File: config.mk
export PLATFORM = sky130hd
export DESIGN_NAME = silu_arbiter
export DESIGN_NICKNAME = d
export VERILOG_FILES = /design/src/rtl/silu_arbiter.sv
export SDC_FILE = /design/constraint.sdc
export NUM_CORES = 1
export LEC_CHECK = 0
export BUFFER_PORTS_ARGS = -buffer_cell sky130_fd_sc_hd__buf_2
export CORE_MARGIN = 2
export CORE_UTILIZATION = 55
export DETAILED_ROUTE_END_ITERATION = 6
export GPL_TIMING_DRIVEN = 0
export HOLD_SLACK_MARGIN = 0.06
export PLACE_DENSITY = 0.84
export SLEW_MARGIN = 40
export SYNTH_ARGS = -nofsm -noshare
export SYNTH_HDL_FRONTEND = slang
export SYNTH_SLANG_ARGS = --single-unit
File: constraint.sdc
create_clock -name clk -period 10.6 [get_ports clk]
set_input_delay 1.59 -clock clk [delete_from_list [all_inputs] [get_ports clk]]
set_output_delay 1.59 -clock clk [all_outputs]
set_load 0.02 [all_outputs]
File: src/rtl/silu_arbiter.sv
// Round-robin burst arbiter sharing one pipelined silu unit between N_REQ engines.
// A tag FIFO carries {id,last} per issued element so each result returns to its originator.
module silu_arbiter #(
   parameter int N_REQ     = 4,
   parameter int DATA_W    = 32,
   parameter int TAG_DEPTH = 32,
   parameter int ID_W      = $clog2(N_REQ)
) (
   input  logic                    clk,
   input  logic                    rst,
   input  logic [N_REQ-1:0]        req_valid,
   input  logic [N_REQ*DATA_W-1:0] req_data,
   input  logic [N_REQ-1:0]        req_last,
   output logic [N_REQ-1:0]        req_ready,
   output logic                    silu_a_tvalid,
   output logic [DATA_W-1:0]       silu_a_tdata,
   input  logic                    silu_result_tvalid,
   input  logic [DATA_W-1:0]       silu_result_tdata,
   output logic                    resp_valid,
   output logic [ID_W-1:0]         resp_id,
   output logic [DATA_W-1:0]       resp_data,
   output logic                    resp_last,
   output logic                    busy,
   output logic                    err_underflow
);
   localparam int PTR_W = $clog2(TAG_DEPTH);
   localparam int CNT_W = PTR_W + 1;
   localparam logic [CNT_W-1:0] FULL_CNT = CNT_W'(TAG_DEPTH);
   localparam logic [ID_W-1:0]  LAST_ID  = ID_W'(N_REQ - 1);

   typedef enum logic {IDLE = 1'b0, BURST = 1'b1} state_t;

   state_t           state, state_nxt;
   logic [ID_W-1:0]  grant, grant_nxt;
   logic [ID_W-1:0]  last_grant, last_grant_nxt;
   logic [ID_W-1:0]  scan_id;
   logic             found;
   logic [CNT_W-1:0] tag_count, tag_count_nxt;
   logic [PTR_W-1:0] wr_ptr, rd_ptr;
   logic [ID_W:0]    tag_mem [TAG_DEPTH];
   logic [ID_W:0]    tag_head;
   logic [DATA_W-1:0] grant_data;
   logic             can_push, hs, hs_last, pop, underflow;

   assign can_push  = (tag_count < FULL_CNT);
   assign hs        = (state == BURST) && req_valid[grant] && can_push;
   assign hs_last   = hs && req_last[grant];
   assign pop       = silu_result_tvalid && (tag_count != '0);
   assign underflow = silu_result_tvalid && (tag_count == '0);
   assign tag_head  = tag_mem[rd_ptr];

   always_comb begin
      grant_data = '0;
      for (int r = 0; r < N_REQ; r++) begin
         if (grant == ID_W'(r)) grant_data = req_data[r*DATA_W +: DATA_W];
      end
   end

   // Ready depends only on state, grant and FIFO room, never on req_valid.
   always_comb begin
      req_ready = '0;
      if (state == BURST && can_push) req_ready[grant] = 1'b1;
   end

   always_comb begin
      state_nxt      = state;
      grant_nxt      = grant;
      last_grant_nxt = last_grant;
      found          = 1'b0;
      scan_id        = '0;
      case (state)
         IDLE: begin
            for (int i = 1; i <= N_REQ; i++) begin
               scan_id = ID_W'((int'(last_grant) + i) % N_REQ);
               if (!found && req_valid[scan_id]) begin
                  found     = 1'b1;
                  grant_nxt = scan_id;
                  state_nxt = BURST;
               end
            end
         end
         BURST: begin
            if (hs_last) begin
               state_nxt      = IDLE;
               last_grant_nxt = grant;
            end
         end
         default: state_nxt = IDLE;
      endcase
   end

   always_comb begin
      tag_count_nxt = tag_count;
      case ({hs, pop})
         2'b10:   tag_count_nxt = tag_count + 1'b1;
         2'b01:   tag_count_nxt = tag_count - 1'b1;
         default: tag_count_nxt = tag_count;
      endcase
   end

   always_ff @(posedge clk or posedge rst) begin
      if (rst) begin
         state      <= IDLE;
         grant      <= '0;
         last_grant <= LAST_ID;
         tag_count  <= '0;
         wr_ptr     <= '0;
         rd_ptr     <= '0;
      end else begin
         state      <= state_nxt;
         grant      <= grant_nxt;
         last_grant <= last_grant_nxt;
         tag_count  <= tag_count_nxt;
         if (hs)  wr_ptr <= wr_ptr + 1'b1;
         if (pop) rd_ptr <= rd_ptr + 1'b1;
      end
   end

   // Tag storage needs no reset: the pointers and count define what is valid.
   always_ff @(posedge clk) begin
      if (hs) tag_mem[wr_ptr] <= {grant, req_last[grant]};
   end

   always_ff @(posedge clk or posedge rst) begin
      if (rst) begin
         silu_a_tvalid <= 1'b0;
         silu_a_tdata  <= '0;
         resp_valid    <= 1'b0;
         resp_id       <= '0;
         resp_data     <= '0;
         resp_last     <= 1'b0;
         busy          <= 1'b0;
         err_underflow <= 1'b0;
      end else begin
         silu_a_tvalid <= hs;
         if (hs) silu_a_tdata <= grant_data;
         resp_valid <= pop;
         if (pop) begin
            resp_id   <= tag_head[ID_W:1];
            resp_last <= tag_head[0];
            resp_data <= silu_result_tdata;
         end
         if (underflow) err_underflow <= 1'b1;
         busy <= (state_nxt == BURST) || (tag_count_nxt != '0);
      end
   end
endmodule

==> metrics, run 1 <==
cell area after layout=0.0106 mm²; Slew Limit Fails=0; worst-case clock buffer depth=2; Final Util=0.698; first-pass GRT wire length=31700 µm; critical path type=in -> reg; DRC violations left=0; die area=0.0165 mm²; Worst-path clk slew=0.07 ns; worst-path fanout max=10; 1st-iter DRT viols=480; CP endpoint kind=register; CTS sink count=188; Worst VDD drop=167 µV; most frequent cell after synthesis=nand2_1; layout cell share with drive strength beyond 1=0.454; Slew headroom=0.522; Post-layout nets=1037; fmax=221 MHz; RSZ-0062 raised after global routing=no; Worst Hold Class=reg -> reg; top_reg_cell synth=edfxtp_1; Post-CTS Hold Buffers=0; status=finished, final reports clean; post-route setup TNS=0 ns; synthesis-to-layout area growth=24.3%; Max Cap Viol=0; WL per Instance=19.3 µm; Routed WL=20500 µm; Clock H-tree levels=4; placed instance area=0.0100 mm²; vias in the first global route=6151; num rows=45; Net Count, Synth=772; worst-margin pin slew=0.716 ns; Skew-Pair Late Insertion Delay=0.43 ns; skew final=0.00921 ns; Tcrit/Tclk final=0.426; postcts setup bufs=0; Routability Congestion=0.876; CP Data Required Time=10.91 ns; Crit path arrival time=4.83 ns; via count=6017; number of CTS-inserted buffers=17; largest net degree at the start of global routing=49; initial antenna violation count=3; Die Wd=129 µm; power per cell area=283 mW/mm²; setup violators final=0; Resized Gates After CTS=0; fraction of registers with async set/reset=0.489; Synth cell types=49; clk root buf=clkbuf_16; Vias/cell=5.66; final worst slack=6.08 ns; CTS tree=built; Syn Inst Count=594; area fraction of the dominant cell type after synthesis=0.338; GRT Util Overall=0.256; Cell Area, Synth=0.00854 mm²; num ports=246; Die Height=129 µm; Fin. Hold Viols=0; First-pass DRT Iterations=7; Synth area leaders=edfxtp_1 (34%), dfrtp_1 (26%), mux4_2 (17%); yosys warns=0; startpoint types=input port; Initial Util=0.562; syn avg cell area=14.4 µm²; Leak=0.00452 µW; GR Overflow Total=0; Fin Hold WS=0.470 ns; synthesized flop and latch total=188; Post-synth EDFFs=96; port bufs=245; CORE AREA=0.0152 mm²; sequential fraction of the synthesis area=0.608; Setup WS pre-CTS=5.65 ns; Post-synth top cells=nand2_1 (114), edfxtp_1 (96), dfrtp_1 (90); crit path time final=4.52 ns; remaining antenna violation count=0; dpl hpwl=15000 µm; post-synth top area cell=edfxtp_1
-- cell usage in the layout, fill, tap and decap left out, types with 5 or more instances in the layout --
cell | netlist | layout
buf_1 | 9 | 6
xnor2_1 | 10 | 10
dfrtp_1 | 90 | 88
nand2_1 | 114 | 114
nor2_1 | 52 | 52
buf_2 | 4 | 249
clkbuf_1 | 25 | 25
mux2_2 | 36 | 36
inv_1 | 13 | 12
o21ai_1 | 5 | 5
mux2i_1 | 6 | 6
edfxtp_1 | 96 | 96
o21ai_0 | 7 | 7
mux4_2 | 63 | 63
ha_1 | 7 | 7
clkbuf_16 | 0 | 18
nand4_1 | 5 | 5
-- layout make-up --
cell class	count	area (µm²)
Antenna cell	4	10.0
Buffer	40	174
Clock buffer	21	483
Clock inverter	11	81.3
Fill cell	1068	4590
Inverter	14	60.1
Multi-Input combinational cell	352	3130
Sequential cell	188	5190
Tap cell	188	235
Timing Repair Buffer	246	1250
-- state kept, by name, summed over array words and instances, names as in the netlist, 2 cells and up --
name and flops:
resp_data 32, silu_a_tdata 32, grant 2, wr_ptr 5, tag_count 6, rd_ptr 5
last_grant 2, tag_mem 96, resp_id 2
-- per-stage QoR --
| stage | power (µW) | cells |
|---|---|---|
| finish | 3000 | 1064 |
| CTS | 3020 | 1060 |
| global placement | 2370 | 1027 |
| detailed placement | 2410 | 1028 |
| floorplan | 2030 | 594 |
| global route | 3170 | 1063 |
-- metal layers --
layer	track usage	wire, µm	share of wire	vias up
li1	-	-	-	2723
met1	0.312	7600	0.37	2958
met2	0.445	10900	0.53	301
met3	0.0586	1430	0.070	35
met4	0.110	562	0.027	0
met5	0	0	0	-
-- cell families after synthesis --
group                      after synthesis  share of synthesized area
buffers and inverters                   54                     0.0261
xor gates and xnor gates                12                     0.0123
DFF                                    188                      0.608
AOI/OAI and AO/OA                       36                     0.0295
adders and majority gates                7                     0.0103
muxes                                  105                      0.221
and+or+nand+nor                        192                     0.0936
-- power by group --
part           internal, µW  switching, µW
Combinational           588            702
Clock                   330            275
Sequential              989            116
-- critical path, stage by stage --
cell and delay, ns:
buf_2 0.13, inv_1 0.05, a31o_1 0.08, clkbuf_1 0.31, clkbuf_1 0.45, inv_1 0.09, ha_1 0.28, clkbuf_1 0.22
a221oi_1 0.38, nor3_1 0.08, a41o_1 0.22, or4_1 0.53, or4_1 0.41
-- worst paths after layout --
| check | startpoint | to | slack [ns] | cells after the start |
|---|---|---|---|---|
| max | silu_result_tvalid | busy$_DFF_PP0_ | 6.08 | 13 |
| min | resp_data[16]$_DFFE_PP0P_ | resp_data[16]$_DFFE_PP0P_ | 0.47 | 2 |
| max reg2reg | tag_count[3]$_DFF_PP0_ | busy$_DFF_PP0_ | 6.49 | 13 |
| min reg2reg | resp_data[16]$_DFFE_PP0P_ | resp_data[16]$_DFFE_PP0P_ | 0.47 | 2 |
| max in group asynchronous | rst | last_grant[0]$_DFFE_PP1P_ | 8.88 | 3 |
| min in group asynchronous | rst | resp_data[1]$_DFFE_PP0P_ | 1.14 | 2 |
No activity file was read; power rests on OpenSTA's default activity.
==> run 2: changes to the inputs <==
CORE_UTILIZATION = 47   (was 55)
PLACE_DENSITY = 0.76   (was 0.84)
clock period = 3.7 ns   (was 10.6 ns; I/O delays follow)
==> metrics, run 2 (synthesized netlist as in run 1, its figures left out) <==
most common cell after layout, fill and taps aside=buf_2; First-pass DRT Iterations=5; Routability Congestion=0.854; initial antenna violation count=2; Net Sw Power=3300 µW; Slew headroom=0.505; Die Wd=139 µm; Worst Hold Class=in -> async; num rows=49; Largest register FFs=96; Die Height=139 µm; Fin. Hold Viols=0; skew final=0.0153 ns; clk root buf=clkbuf_16; Tcrit/Tclk final=0.962; synthesis-to-layout area growth=26.2%; filler cell count in the final layout=1388; Sequential Power Share=0.353; RSZ-0062 raised after global routing=no; Clk pwr share=0.214; port bufs=245; Worst VDD drop=441 µV; power per cell area=820 mW/mm²; Worst-path clk slew=0.08 ns; CTS tree=built; most frequent cells in the layout=buf_2 (249), nand2_1 (114), edfxtp_1 (96); Total Power=8830 µW; Top Registers=tag_mem: 96 flops, resp_data: 32 flops, silu_a_tdata: 32 flops; CORE AREA=0.0179 mm²; CTS sink count=188; layout cell share with drive strength beyond 1=0.463; crit path time final=3.56 ns; Leak=0.00456 µW; Multi-input gate area=0.00314 mm²; GRT Util Overall=0.224; setup violators final=0; largest net degree at the start of global routing=48; 1st-iter DRT viols=446; Skew-Pair Late Insertion Delay=0.45 ns; Slew Limit Fails=0; Int Pwr=5530 µW; fmax=281 MHz; remaining antenna violation count=0; grt met3 use=0.0546; die area=0.0193 mm²; num ports=246; Max Cap Viol=0; Top reg by flops=tag_mem; part of the power in combinational logic=0.433; vias in the first global route=6134; via count=5982; dpl hpwl=15200 µm; worst-case clock buffer depth=2; met2 Resource Use GR=0.402; WL per Instance=18.9 µm; Reg area=0.00519 mm²; CP Data Required Time=4.01 ns; status=finished, final reports clean; Clock H-tree levels=4; CP endpoint kind=register; critical path type=reg -> reg; worst-path fanout max=10; Crit path arrival time=3.87 ns; Vias/cell=5.42; DRC violations left=0; GR peak layer=met2; first-pass GRT wire length=33100 µm; Final Util=0.602; startpoint types=register; Post-CTS Hold Buffers=0; number of CTS-inserted buffers=17; Initial Util=0.477; met1 Use GR=0.264; Routed WL=20900 µm; Switching Fraction=0.374; worst-margin pin slew=0.742 ns; GR Overflow Total=0; Post-layout nets=1038
## run 2: cell count changes in the layout (fill, tap and decap cells not counted), moves of 2 or more
| cell | previous run | this run |
|---|---|---|
| clkinv_8 | 0 | 5 |
| inv_8 | 1 | 4 |
| clkbuf_1 | 25 | 22 |
| buf_4 | 0 | 2 |
| dfrtp_2 | 2 | 0 |
| diode_2 | 4 | 1 |
| inv_12 | 0 | 2 |
| dfrtp_4 | 0 | 2 |
| clkinv_2 | 3 | 0 |
| clkbuf_8 | 2 | 0 |
## run 2: critical path: stages, from the launching register on
cell      delay [ns]
dfrtp_4         0.48
buf_6           0.16
or3b_4          0.38
o22a_1          0.23
buf_6           0.15
inv_6           0.09
nor2_1          0.07
xor2_1          0.15
ha_2            0.20
a221oi_2        0.30
nor3_1          0.07
a41o_1          0.21
or4_1           0.54
or4_1           0.41
## run 2: power groups by stage
stage | logic (µW) | clock network, µW | registers, µW
after global routing | 4160 | 2000 | 3190
after CTS | 3850 | 1920 | 3120
after floorplan | 2360 | 0 | 3460
after global placement | 3640 | 0 | 3180
after detailed placement | 3730 | 0 | 3200
final | 3820 | 1890 | 3120
## run 2: metrics by stage
step | hold WS (ns) | worst slack (ns) | area (µm²) | TNS (ns) | std cells
5_1_grt | 0.112 | 0.00404 | 10800 | 0 | 1103
3_5_place_dp | 0.454 | -0.410 | 10100 | -0.410 | 1069
3_3_place_gp | 0.451 | -0.499 | 10100 | -40.50 | 1068
2_1_floorplan | 0.464 | 0.0422 | 8540 | 0 | 594
4_1_cts | 0.0923 | 0.0104 | 10700 | 0 | 1102
6_report | 0.0905 | 0.141 | 10800 | 0 | 1103
## run 2: worst paths after layout
| kind | from | to | slack [ns] | cells after the start |
|---|---|---|---|---|
| hold / removal | rst | resp_data[4]$_DFFE_PP0P_ | 0.09 | 2 |
| hold reg to reg | err_underflow$_DFFE_PP0P_ | err_underflow$_DFFE_PP0P_ | 0.47 | 1 |
| setup reg to reg | grant[0]$_DFFE_PP0P_ | busy$_DFF_PP0_ | 0.14 | 13 |
| min in group clk | silu_result_tdata[16] | resp_data[16]$_DFFE_PP0P_ | 0.30 | 3 |
| setup / recovery | grant[0]$_DFFE_PP0P_ | busy$_DFF_PP0_ | 0.14 | 13 |
| max in group asynchronous | rst | last_grant[0]$_DFFE_PP1P_ | 3.00 | 3 |
## run 2: cell type report
type                    instances  share of cell area
flip-flops and latches        188               0.482
multi-input cells             352               0.291
repair buffers                249               0.119
clock buffers                  18              0.0418
well taps                     229              0.0266
clock inverters                14              0.0170
plain buffers                  38              0.0158
inverters                      14             0.00604
diodes                          1            0.000232
## run 2: what timing repair did
item                       4_1_cts  5_1_grt
setup buffers                    2        1
pin swaps                        0        2
setup endpoints to repair        1        1
gates resized for setup          5        5
hold endpoints to repair         0        0
## run 2: routing by layer
| layer | up-vias | routed length [µm] |
|---|---|---|
| met1 | 2942 | 7680 |
| met4 | 2 | 530 |
| met3 | 30 | 1410 |
| met5 | - | 13 |
| met2 | 281 | 11200 |
| li1 | 2727 | - |
